===== src/rtl/shift_pipe_if.sv =====
// shift_pipe_if: request/result handshake bundle for shift_pipe.
// The slave modport is the shifter's view; master is the producer/consumer view.
interface shift_pipe_if #(
   parameter int WIDTH   = 32,
   parameter int SHAMT_W = 5,
   parameter int TAG_W   = 4
);
   logic               in_valid;
   logic               in_ready;
   logic [WIDTH-1:0]   data_operandA;
   logic [SHAMT_W-1:0] ctrl_shiftamt;
   logic [1:0]         ctrl_op;
   logic [TAG_W-1:0]   in_tag;
   logic               out_valid;
   logic               out_ready;
   logic [WIDTH-1:0]   data_result;
   logic [TAG_W-1:0]   out_tag;
   logic               out_err;

   modport slave (
      input  in_valid, data_operandA, ctrl_shiftamt, ctrl_op, in_tag, out_ready,
      output in_ready, out_valid, data_result, out_tag, out_err
   );

   modport master (
      output in_valid, data_operandA, ctrl_shiftamt, ctrl_op, in_tag, out_ready,
      input  in_ready, out_valid, data_result, out_tag, out_err
   );
endinterface


===== src/rtl/shift_pipe.sv =====
// shift_pipe: SHAMT_W-stage logarithmic shifter pipeline (SLL/SRL/SRA/ROR) with a global stall.
// Optional ROR datapath compiled in by defining SHIFT_PIPE_ROTATE_EN; otherwise op 11 passes through with out_err set.
module shift_pipe #(
   parameter int WIDTH   = 32,
   parameter int SHAMT_W = 5,
   parameter int TAG_W   = 4
) (
   input  logic        clock,
   input  logic        reset,
   shift_pipe_if.slave bus
);
   localparam int NS = SHAMT_W;
   localparam logic [1:0] OP_SLL = 2'b00;
   localparam logic [1:0] OP_SRL = 2'b01;
   localparam logic [1:0] OP_SRA = 2'b10;
   localparam logic [1:0] OP_ROR = 2'b11;

   typedef struct packed {
      logic               valid;
      logic [1:0]         op;
      logic [SHAMT_W-1:0] shamt;
      logic               sign;
      logic               err;
      logic [TAG_W-1:0]   tag;
      logic [WIDTH-1:0]   data;
   } stage_t;

   // Single conditional shift step of a fixed distance; sign is the operand MSB captured at input.
   function automatic logic [WIDTH-1:0] shift_step(
      input logic [WIDTH-1:0] d,
      input logic [1:0]       op,
      input logic             sign,
      input int unsigned      amt
   );
      logic [WIDTH-1:0] ones;
      logic [WIDTH-1:0] r;
      ones = '1;
      case (op)
         OP_SLL:  r = d << amt;
         OP_SRL:  r = d >> amt;
         OP_SRA:  r = (d >> amt) | (sign ? ~(ones >> amt) : {WIDTH{1'b0}});
`ifdef SHIFT_PIPE_ROTATE_EN
         OP_ROR:  r = (d >> amt) | (d << (WIDTH - amt));
`else
         OP_ROR:  r = d;
`endif
         default: r = d;
      endcase
      return r;
   endfunction

   logic             advance_s;
   stage_t           in_s;
   stage_t           last_s;
   stage_t           stage_d [NS-1];
   stage_t           stage_q [NS-1];
   logic             out_valid_d, out_valid_q;
   logic [WIDTH-1:0] out_data_d,  out_data_q;
   logic [TAG_W-1:0] out_tag_d,   out_tag_q;
   logic             out_err_d,   out_err_q;

   // The only stall source is a held result at the output.
   assign advance_s        = !(out_valid_q && !bus.out_ready);
   assign bus.in_ready     = advance_s;
   assign bus.out_valid    = out_valid_q;
   assign bus.data_result  = out_data_q;
   assign bus.out_tag      = out_tag_q;
   assign bus.out_err      = out_err_q;

   // Capture the request; an absent request enters as an all-zero bubble.
   always_comb begin
      in_s = '0;
      if (bus.in_valid) begin
         in_s.valid = 1'b1;
         in_s.op    = bus.ctrl_op;
         in_s.shamt = bus.ctrl_shiftamt;
         in_s.sign  = bus.data_operandA[WIDTH-1];
         in_s.tag   = bus.in_tag;
         in_s.data  = bus.data_operandA;
`ifdef SHIFT_PIPE_ROTATE_EN
         in_s.err   = 1'b0;
`else
         in_s.err   = (bus.ctrl_op == OP_ROR);
`endif
      end else begin
         in_s = '0;
      end
   end

   // Stage k shifts by 2^k when shamt bit k is set; the final stage feeds the output registers.
   always_comb begin
      stage_d[0] = in_s;
      if (in_s.shamt[0]) begin
         stage_d[0].data = shift_step(in_s.data, in_s.op, in_s.sign, 32'd1);
      end else begin
         stage_d[0].data = in_s.data;
      end
      for (int k = 1; k < NS-1; k++) begin
         stage_d[k] = stage_q[k-1];
         if (stage_q[k-1].shamt[k]) begin
            stage_d[k].data = shift_step(stage_q[k-1].data, stage_q[k-1].op,
                                         stage_q[k-1].sign, 32'd1 << k);
         end else begin
            stage_d[k].data = stage_q[k-1].data;
         end
      end
      last_s      = stage_q[NS-2];
      out_valid_d = last_s.valid;
      out_tag_d   = last_s.tag;
      out_err_d   = last_s.err;
      if (last_s.shamt[NS-1]) begin
         out_data_d = shift_step(last_s.data, last_s.op, last_s.sign, 32'd1 << (NS-1));
      end else begin
         out_data_d = last_s.data;
      end
   end

   // Pipeline registers: synchronous clear, otherwise advance in lockstep or hold as a whole.
   always_ff @(posedge clock) begin
      if (reset) begin
         for (int k = 0; k < NS-1; k++) begin
            stage_q[k] <= '0;
         end
         out_valid_q <= 1'b0;
         out_data_q  <= {WIDTH{1'b0}};
         out_tag_q   <= {TAG_W{1'b0}};
         out_err_q   <= 1'b0;
      end else if (advance_s) begin
         stage_q     <= stage_d;
         out_valid_q <= out_valid_d;
         out_data_q  <= out_data_d;
         out_tag_q   <= out_tag_d;
         out_err_q   <= out_err_d;
      end
   end
endmodule


===== src/flat_wrapper.sv =====
// flat-port wrapper written by rule: the top's interface ports become plain ports
module shift_pipe_flat 
#(
   parameter int WIDTH   = 32,
   parameter int SHAMT_W = 5,
   parameter int TAG_W   = 4
)
  (clock, reset, bus_in_valid, bus_data_operandA, bus_ctrl_shiftamt, bus_ctrl_op, bus_in_tag, bus_out_ready, bus_in_ready, bus_out_valid, bus_data_result, bus_out_tag, bus_out_err);
  shift_pipe_if #(.WIDTH(WIDTH), .SHAMT_W(SHAMT_W), .TAG_W(TAG_W)) bus_i ();
  input  logic clock;
  input  logic reset;
  input wire logic [$bits(bus_i.in_valid)-1:0] bus_in_valid;
  input wire logic [$bits(bus_i.data_operandA)-1:0] bus_data_operandA;
  input wire logic [$bits(bus_i.ctrl_shiftamt)-1:0] bus_ctrl_shiftamt;
  input wire logic [$bits(bus_i.ctrl_op)-1:0] bus_ctrl_op;
  input wire logic [$bits(bus_i.in_tag)-1:0] bus_in_tag;
  input wire logic [$bits(bus_i.out_ready)-1:0] bus_out_ready;
  output wire logic [$bits(bus_i.in_ready)-1:0] bus_in_ready;
  output wire logic [$bits(bus_i.out_valid)-1:0] bus_out_valid;
  output wire logic [$bits(bus_i.data_result)-1:0] bus_data_result;
  output wire logic [$bits(bus_i.out_tag)-1:0] bus_out_tag;
  output wire logic [$bits(bus_i.out_err)-1:0] bus_out_err;
  assign bus_i.in_valid = bus_in_valid;
  assign bus_i.data_operandA = bus_data_operandA;
  assign bus_i.ctrl_shiftamt = bus_ctrl_shiftamt;
  assign bus_i.ctrl_op = bus_ctrl_op;
  assign bus_i.in_tag = bus_in_tag;
  assign bus_i.out_ready = bus_out_ready;
  assign bus_in_ready = bus_i.in_ready;
  assign bus_out_valid = bus_i.out_valid;
  assign bus_data_result = bus_i.data_result;
  assign bus_out_tag = bus_i.out_tag;
  assign bus_out_err = bus_i.out_err;
  shift_pipe #(.WIDTH(WIDTH), .SHAMT_W(SHAMT_W), .TAG_W(TAG_W)) u_core (.clock(clock), .reset(reset), .bus(bus_i));
endmodule

===== config.mk =====
export PLATFORM = sky130hd
export DESIGN_NAME = shift_pipe_flat
export DESIGN_NICKNAME = d
export VERILOG_FILES = /design/src/rtl/shift_pipe_if.sv /design/src/rtl/shift_pipe.sv /design/src/flat_wrapper.sv
export SDC_FILE = /design/constraint.sdc
export NUM_CORES = 1
export LEC_CHECK = 0
export ABC_AREA = 1
export CORE_MARGIN = 5
export CORE_UTILIZATION = 25
export CTS_BUF_LIST = sky130_fd_sc_hd__clkbuf_8
export DETAILED_ROUTE_END_ITERATION = 12
export PLACE_DENSITY = 0.4
export SLEW_MARGIN = 20
export SYNTH_ARGS = -nofsm -noshare
export SYNTH_HDL_FRONTEND = slang
export SYNTH_SLANG_ARGS = --single-unit

===== constraint.sdc =====
create_clock -name clock -period 1.3 [get_ports clock]
set_clock_uncertainty 0.05 [all_clocks]
set_input_delay 0.26 -clock clock [delete_from_list [all_inputs] [get_ports clock]]
set_output_delay 0.26 -clock clock [all_outputs]
set_load 0.02 [all_outputs]

# Word-level counts from Yosys, hierarchy flattened
# Index checks and enable logic that the tools add are counted.
[word_totals] register_bits=222 input_bits=47 out_inout_bits=39 word_cells=77
[op_classes] eq_ne=16 mux=16 n_bitwise=5 n_reduce_logical=8
[ops] operator="one-hot mux 32 bit (4 select lines)" n=5
[ops] operator="2-to-1 mux 32 bit" n=10
[ops] operator="2-to-1 mux 46 bit" n=1
[ops] operator="bitwise OR 16 x 32 -> 32 bit" n=1
[ops] operator="bitwise OR 24 x 32 -> 32 bit" n=1
[ops] operator="bitwise OR 28 x 32 -> 32 bit" n=1
[ops] operator="bitwise OR 30 x 32 -> 32 bit" n=1
[ops] operator="bitwise OR 31 x 32 -> 32 bit" n=1
[ops] operator="== test 2 bit, second input constant" n=11
[ops] operator="== test 2 x 1 -> 1 bit, second input constant" n=5
[ops] operator="zero test 2 bit" n=5
[ops] operator="zero test 1 bit" n=2
[ops] operator="logical AND 1 bit" n=1

# Longest topological paths before layout
# Gate-level depths: netlist (run 1).
[depth] depth_word=6 depth_mapped=8 mapped_depth_nobuf=7

# Least setup slack after synthesis (run 1)
# No wires, ideal clock.
[synth_path] path_type="reg2reg" start="register u_core.out_valid_q (netlist: u_core.bus.out_valid)" end="register u_core.out_data_q[11] (netlist: u_core.bus.data_result[11])" setup_ps=128 arrival_time_ps=1176 t_required_ps=1122 slack_ps=-54 stages_incl_launch_ff=8 n_path_buf=2 synth_period_minus_slack_ps=1354 path_cell_list="dfxtp_1 > inv_1 > nor2_4 > inv_2 > buf_4 > clkbuf_1 > o21ai_0 > a21oi_1"
[synth_between] elab_chain_len=1
[synth_lines] element="start: declaration" line_no="shift_pipe.sv:57" rtl="logic out_valid_d, out_valid_q;"
[synth_lines] element="start signal: assignment" line_no="shift_pipe.sv:130" rtl="out_valid_q <= out_valid_d;"
[synth_lines] element="logical AND 1 bit" line_no="shift_pipe.sv:63" rtl="assign advance_s = !(out_valid_q && !bus.out_ready);"
[synth_lines] element="end signal: assignment" line_no="shift_pipe.sv:125" rtl="out_data_q <= {WIDTH{1'b0}};"
[synth_lines] element="end signal: assignment" line_no="shift_pipe.sv:131" rtl="out_data_q <= out_data_d;"
[synth_lines] element="end: declaration" line_no="shift_pipe.sv:58" rtl="logic [WIDTH-1:0] out_data_d, out_data_q;"
# No other way between the ends.
# A chain may end at the register's enable or synchronous reset.

# Worst setup path after layout (run 1)
[layout_path] start="register u_core.out_valid_q (netlist: u_core.bus.out_valid)" end="output port bus_out_valid"
[layout_lines] element="end: declaration" line_no="flat_wrapper.sv:19" rtl="output wire logic [$bits(bus_i.out_valid)-1:0] bus_out_valid;"
# No word-level cell between the ends.

==> results of run 1 <==
## synth_stat cells (15+ instances only)
cell type / number / area [sq um]
clkbuf_1: 48 / 180
a31oi_1: 36 / 225
buf_2: 81 / 405
o21ai_0: 263 / 1320
nand4_1: 31 / 194
nand2_1: 228 / 856
nand3_1: 126 / 631
buf_4: 15 / 113
a21oi_1: 306 / 1530
o211ai_1: 19 / 143
dfxtp_1: 212 / 4240
inv_1: 120 / 450
nor2_1: 111 / 417
## placed cells by master (no fill, tap or decap), drive strengths merged
cell,netlist,final
a21oi,308,308
o21ai,266,266
nand2,231,231
dfxtp,212,212
buf,99,212
inv,124,132
nand3,126,126
nor2,112,112
clkbuf,50,59
clkdlybuf4s50,0,45
a31oi,36,36
nand4,31,31
o211ai,19,19
or2,10,10
nand3b,5,5
bufinv,0,2
clkinv,0,2
bufbuf,0,2
diode,0,1
o21bai,1,1
clkinvlp,0,1
dlygate4sd2,0,1
## what timing repair did
item                                    4_1_cts  5_1_grt
setup buffers                                 7       13
gates cloned                                  4       10
hold buffers                                  0        0
endpoints found under the setup margin      220      251
gates resized for setup                     410      138
pin swaps                                     4       18
## flip-flops by register name (all words and copies together) (netlist names), 4 cells and up
register and cells:
u_core.stage_q 96, u_core.bus.out_tag 4, u_core.bus.data_result 32, u_core.stage_d 36
u_core.last_s 36, u_core.out_tag_d 4
## logic make-up after synthesis
group	after synthesis	share of synthesized area [%]
buffers and inverters	273	11.0
AO/OA/AOI/OAI	630	29.8
AND/OR/NAND/NOR	515	20.4
flip-flops	212	38.8
## per-layer routing
layer  vias to the layer above  routed length (microns)  track usage, %
met4                         0                      927            5.13
li1                       5907                        -               -
met1                      5586                    19900            23.3
met2                       256                    19200            26.2
met3                        57                     1640            2.69
met5                         -                        0               0
## power by group through the flow
stage          registers [uW]  clock network (uW)  logic (uW)
6_report                 7140                6790        2450
5_1_grt                  7170                7330        2700
3_3_place_gp             7230                   0        2220
2_1_floorplan            7130                   0        1270
4_1_cts                  7120                7030        2310
3_5_place_dp             7230                   0        2220
## final timing paths
kind	from	endpoint	slack [ns]	cells after the start
setup / recovery	u_core.bus.out_valid	bus_out_valid	-0.25	1
hold / removal	bus_in_valid	u_core.stage_d[137]	0.17	4
setup reg to reg	u_core.bus.out_valid	u_core.stage_q[160]	-0.19	9
hold reg to reg	u_core.stage_d[124]	u_core.stage_d[124]	0.41	2
## stage by stage
stage               hold WS, ns  std cells  cell area, sq um  setup slack [ns]  setup TNS, ns
global placement          0.402       2302             13200            -0.549         -96.36
floorplan                 0.360       1630             10900            0.0255              0
CTS                       0.109       2375             14500            -0.325         -25.96
finish                    0.171       2399             15300            -0.249         -20.66
detailed placement        0.402       2302             13200            -0.555         -95.77
global route              0.159       2399             15300            -0.326         -40.34
## cell type report
class	instances	area, sq um	share of cell area [%]
Tap cell	585	732	4.79
Multi-Input combinational cell	1145	5920	38.8
Sequential cell	212	4300	28.1
Clock inverter	13	108	0.704
Antenna cell	1	2.50	0.0164
Inverter	124	473	3.10
Clock buffer	50	688	4.51
Timing Repair Buffer	269	3050	20.0
==> results.toml, run 1 <==
[route]
drt_iter0_drc = 640
drt-wirelength-per-cell_microns = 17.4
vias = 11800
avgViaCountPerCell = 4.92
remaining_drc_errors = 0
dr.pass1.iters = 5
ant_nets = 0
wl_microns = 41700

[critical_path]
cp_max_fo = 2
crit_path_max_incr_delay_ns = 0.34
arrival_ns = 1.24
cp_top_family = "buffers and inverters"
cp-end-kind = "primary output"
worstPathCellList = "dlygate4sd2_1"
critical_path_buf_inv_count = 1
critPathRequiredTime_ns = 0.99
setup.worst_path.class = "reg2out"
cp_slowest_cell = "dlygate4sd2_1"
cp-start-kind = "register"

[floorplan]
io_pins = 86
die-area_sq_um = 48000
core_sq_um = 43200
placementRows = 76
die-height_microns = 219
chipWidth_microns = 219
start_util_pct = 25.3

[placement]
gp_congestion = 0.799
port-buffer-count = 85
place.detailed.hpwl_microns = 27700

[layout]
post-route-util_pct = 35.4
area_growth_pct = 39.7
drive_above_1_share_pct = 23.5
fillers = 4718
fin_nets = 1841

[power]
p_seq_share_pct = 43.6
finalPower_uw = 16400
p_leak_uw = 0.00612
combPwrFrac_pct = 14.9
p_per_area_nw_per_um2 = 1070
power_switching_uw = 4660
p_int_uw = 11700
switching_share_pct = 28.5
ir_drop_v = 0.000513
p_clk_share_pct = 41.5

[global_route]
grt_pass1_vias = 11300
grt_start_max_net_pins = 59
grt_use_total_pct = 16.6
grt_antenna_before_repair = 1
grt_pass1_wl_microns = 64400
overflow = 0

[timing]
clock.fmax_mhz = 646
period_minus_slack_ns = 1.55
fin_crit_sh_pct = 119
relSlewSlack_pct = 72.5
hold_violations = 0
finalMaxSlewViolations = 0
worstMarginPinSlew_ns = 0.413
rsz0062_at_grt = "yes"
setup_viol = 237
setup_slack_ns = -0.249

[synthesis]
synth-seq-cells = 212
synth_cells = 1630
yosys_warnings = 0
avgSynthCellArea_sq_um = 6.71
syn-num-nets = 1677
seq_area_frac_synth_pct = 38.8
synth_enable_flop_cells = 0
synth_cell_type_count = 23
synth_area_sq_um = 10900
async_flop_share_pct = 0
ys.flop_type = "dfxtp_1"

[clock_tree]
cts_sinks = 212
clkTransAtPathRegs_ns = 0.06
clock_latency_ns = 0.59
numCtsBuffers = 42
cts_tree = "built"
cts_max_level = 2
ctsLongestPathBuffers = 3
root_buffer = "clkbuf_8"

[min_path]
hold_path_class = "in2reg"

[run_status]
violations = "negative setup slack"
status = "finished, violations left"

[flow_run]
max_cap_viol_count = 0
Power figures use the tool's default switching activity.
==> inputs of run 2 (changes only) <==
--- a/config.mk
+++ b/config.mk
@@ -10,7 +10,7 @@
 export CORE_UTILIZATION = 25
 export CTS_BUF_LIST = sky130_fd_sc_hd__clkbuf_8
 export DETAILED_ROUTE_END_ITERATION = 12
-export PLACE_DENSITY = 0.4
+export PLACE_DENSITY = 0.39
 export SLEW_MARGIN = 20
 export SYNTH_ARGS = -nofsm -noshare
 export SYNTH_HDL_FRONTEND = slang
==> constraint.sdc (replaced) <==
create_clock -name clock -period 1.5 [get_ports clock]
set_clock_uncertainty 0.05 [all_clocks]
set_input_delay 0.3 -clock clock [delete_from_list [all_inputs] [get_ports clock]]
set_output_delay 0.3 -clock clock [all_outputs]
set_load 0.02 [all_outputs]
==> run 2 against run 1 <==
Against the previous run: the run still ends with negative setup slack left; combinational power decreased by 24%; power decreased by 12%; global-route usage shrank 0.72 points; non-clock buffer count down 81; cell count fell by 3.0%; core utilization shrank 3.4 points; critical path type unchanged; register-to-register slack improved by 0.26 ns.
==> results.toml, run 2 (synthesis gave the netlist of run 1 again) <==
[layout]
seqCellArea_sq_um = 4250
fin_nets = 1761
design_area_sq_um = 13800
multi_input_area_sq_um = 5520
post-route-util_pct = 32.0
regMostFlops = "u_core.stage_q"
fillers = 4833
mostFrequentLayoutCells = "a21oi_1, nand2_1, o21ai_0"
drive_above_1_share_pct = 14.1
antenna_cells = 0
area_growth_pct = 26.5
largest_reg_flops = 96
final_common_cell = "a21oi_1"

[placement]
dp_slack_ns = -0.425
place_area_sq_um = 12900
gp_congestion = 0.790
port-buffer-count = 85
place.detailed.hpwl_microns = 26900

[clock_tree]
clkTransAtPathRegs_ns = 0.05
cts_sinks = 212
root_buffer = "clkbuf_8"
numCtsBuffers = 43
clock_latency_ns = 0.58
ctsHoldBuffers = 0
cts_max_level = 2
ctsLongestPathBuffers = 3
cts_tree = "built"

[timing]
setup_slack_ns = -0.0648
setup_viol = 1
finalMaxSlewViolations = 0
fin_crit_sh_pct = 104
relSlewSlack_pct = 69.8
hold_violations = 0
period_minus_slack_ns = 1.56
rsz0062_at_grt = "yes"
worstMarginPinSlew_ns = 0.451
fin_tns_setup_ns = -0.0648
clock.fmax_mhz = 639
hold_ws_ns = 0.220

[critical_path]
setup.worst_path.class = "reg2out"
cp_max_fo = 2
crit_path_max_incr_delay_ns = 0.33
cp-startpoint = "u_core.bus.out_valid"
critical_path_buf_inv_count = 3
r2r_start = "u_core.bus.out_valid"
cp-start-kind = "register"
cp_top_family = "flip-flops"
worstPathCellList = "inv_2 > nor2_4 > inv_6 > buf_6"
critPathRequiredTime_ns = 1.15
cp_slowest_cell = "dfxtp_2"
arrival_ns = 1.21
cp-end-kind = "primary output"

[route]
remaining_drc_errors = 0
drt_iter0_drc = 745
ant_nets = 0
vias = 11500
dr.pass1.iters = 5
drt-wirelength-per-cell_microns = 16.8
avgViaCountPerCell = 4.93
wl_microns = 39200

[power]
p_leak_uw = 0.00550
p_per_area_nw_per_um2 = 1040
ir_drop_v = 0.000391

[run_status]
violations = "negative setup slack"
status = "finished, violations left"

[global_route]
grt_pass1_vias = 10700
grt_antenna_before_repair = 0
grt_start_max_net_pins = 46
grt_pass1_wl_microns = 61800
grt_use_total_pct = 15.9
overflow = 0

[floorplan]
placementRows = 76
chipWidth_microns = 219
start_util_pct = 25.3
die-height_microns = 219
die-area_sq_um = 48000
core_sq_um = 43200
io_pins = 86

[flow_run]
max_cap_viol_count = 0

[min_path]
hold_path_class = "in2reg"
min_from = "bus_in_valid"
run 2: changes by cell type in the layout (fill, tap and decap cells not counted), moves of 27 or more:
cell and delta:
o21ai_1 -33, o21ai_2 -43, buf_2 +27, buf_4 -56
dfxtp_1 +31, buf_6 -38, dfxtp_2 -29, o21ai_0 +81
run 2: path summary, 6_finish.rpt:
check	to	slack, ns	cells after the start
worst max-delay path	bus_in_ready	-0.06	4
worst min-delay path	u_core.stage_d[136]	0.22	4
worst max register to register	u_core.stage_d[136]	0.07	8
worst min register to register	u_core.out_valid_d	0.41	2
run 2: final cells by class:
type                    instances  share of cell area, %
repair buffers                188                   14.0
multi-input cells            1145                   39.9
flip-flops and latches        212                   30.8
well taps                     585                   5.29
inverters                     124                   3.47
clock buffers                  57                   5.67
clock inverters                17                  0.887
run 2: tightest hold or removal path: cells and delay by family:
| family | cells | cell delay, ns |
|---|---|---|
| AND/OR/NAND/NOR | 1 | 0.10 |
| AO/OA/AOI/OAI | 1 | 0.07 |
| buffers and inverters | 2 | 0.30 |
run 2: layer usage:
metal	share of wire (%)	vias to the layer above	global-route usage, %
li1	-	5755	-
met1	47	5386	22.3
met2	46	276	25.2
met3	4.7	60	2.43
met4	2.3	0	4.84
met5	0	-	0
run 2: repair_timing:
item                       CTS  global route
setup buffers                6             1
pin swaps                    1             1
setup endpoints to repair   56           151
gates resized for setup    184            68
cloned                       0             1
run 2: power breakdown:
group / switching (uW) / internal, uW / total, uW
logic: 1090 / 767 / 1850
clock network: 2610 / 3710 / 6320
registers: 258 / 5900 / 6160
run 2: per-stage QoR:
step	std cells	power [uW]
2_1_floorplan	1630	7290
3_3_place_gp	2247	8120
3_5_place_dp	2247	8110
4_1_cts	2327	14600
5_1_grt	2328	15100
6_report	2328	14300
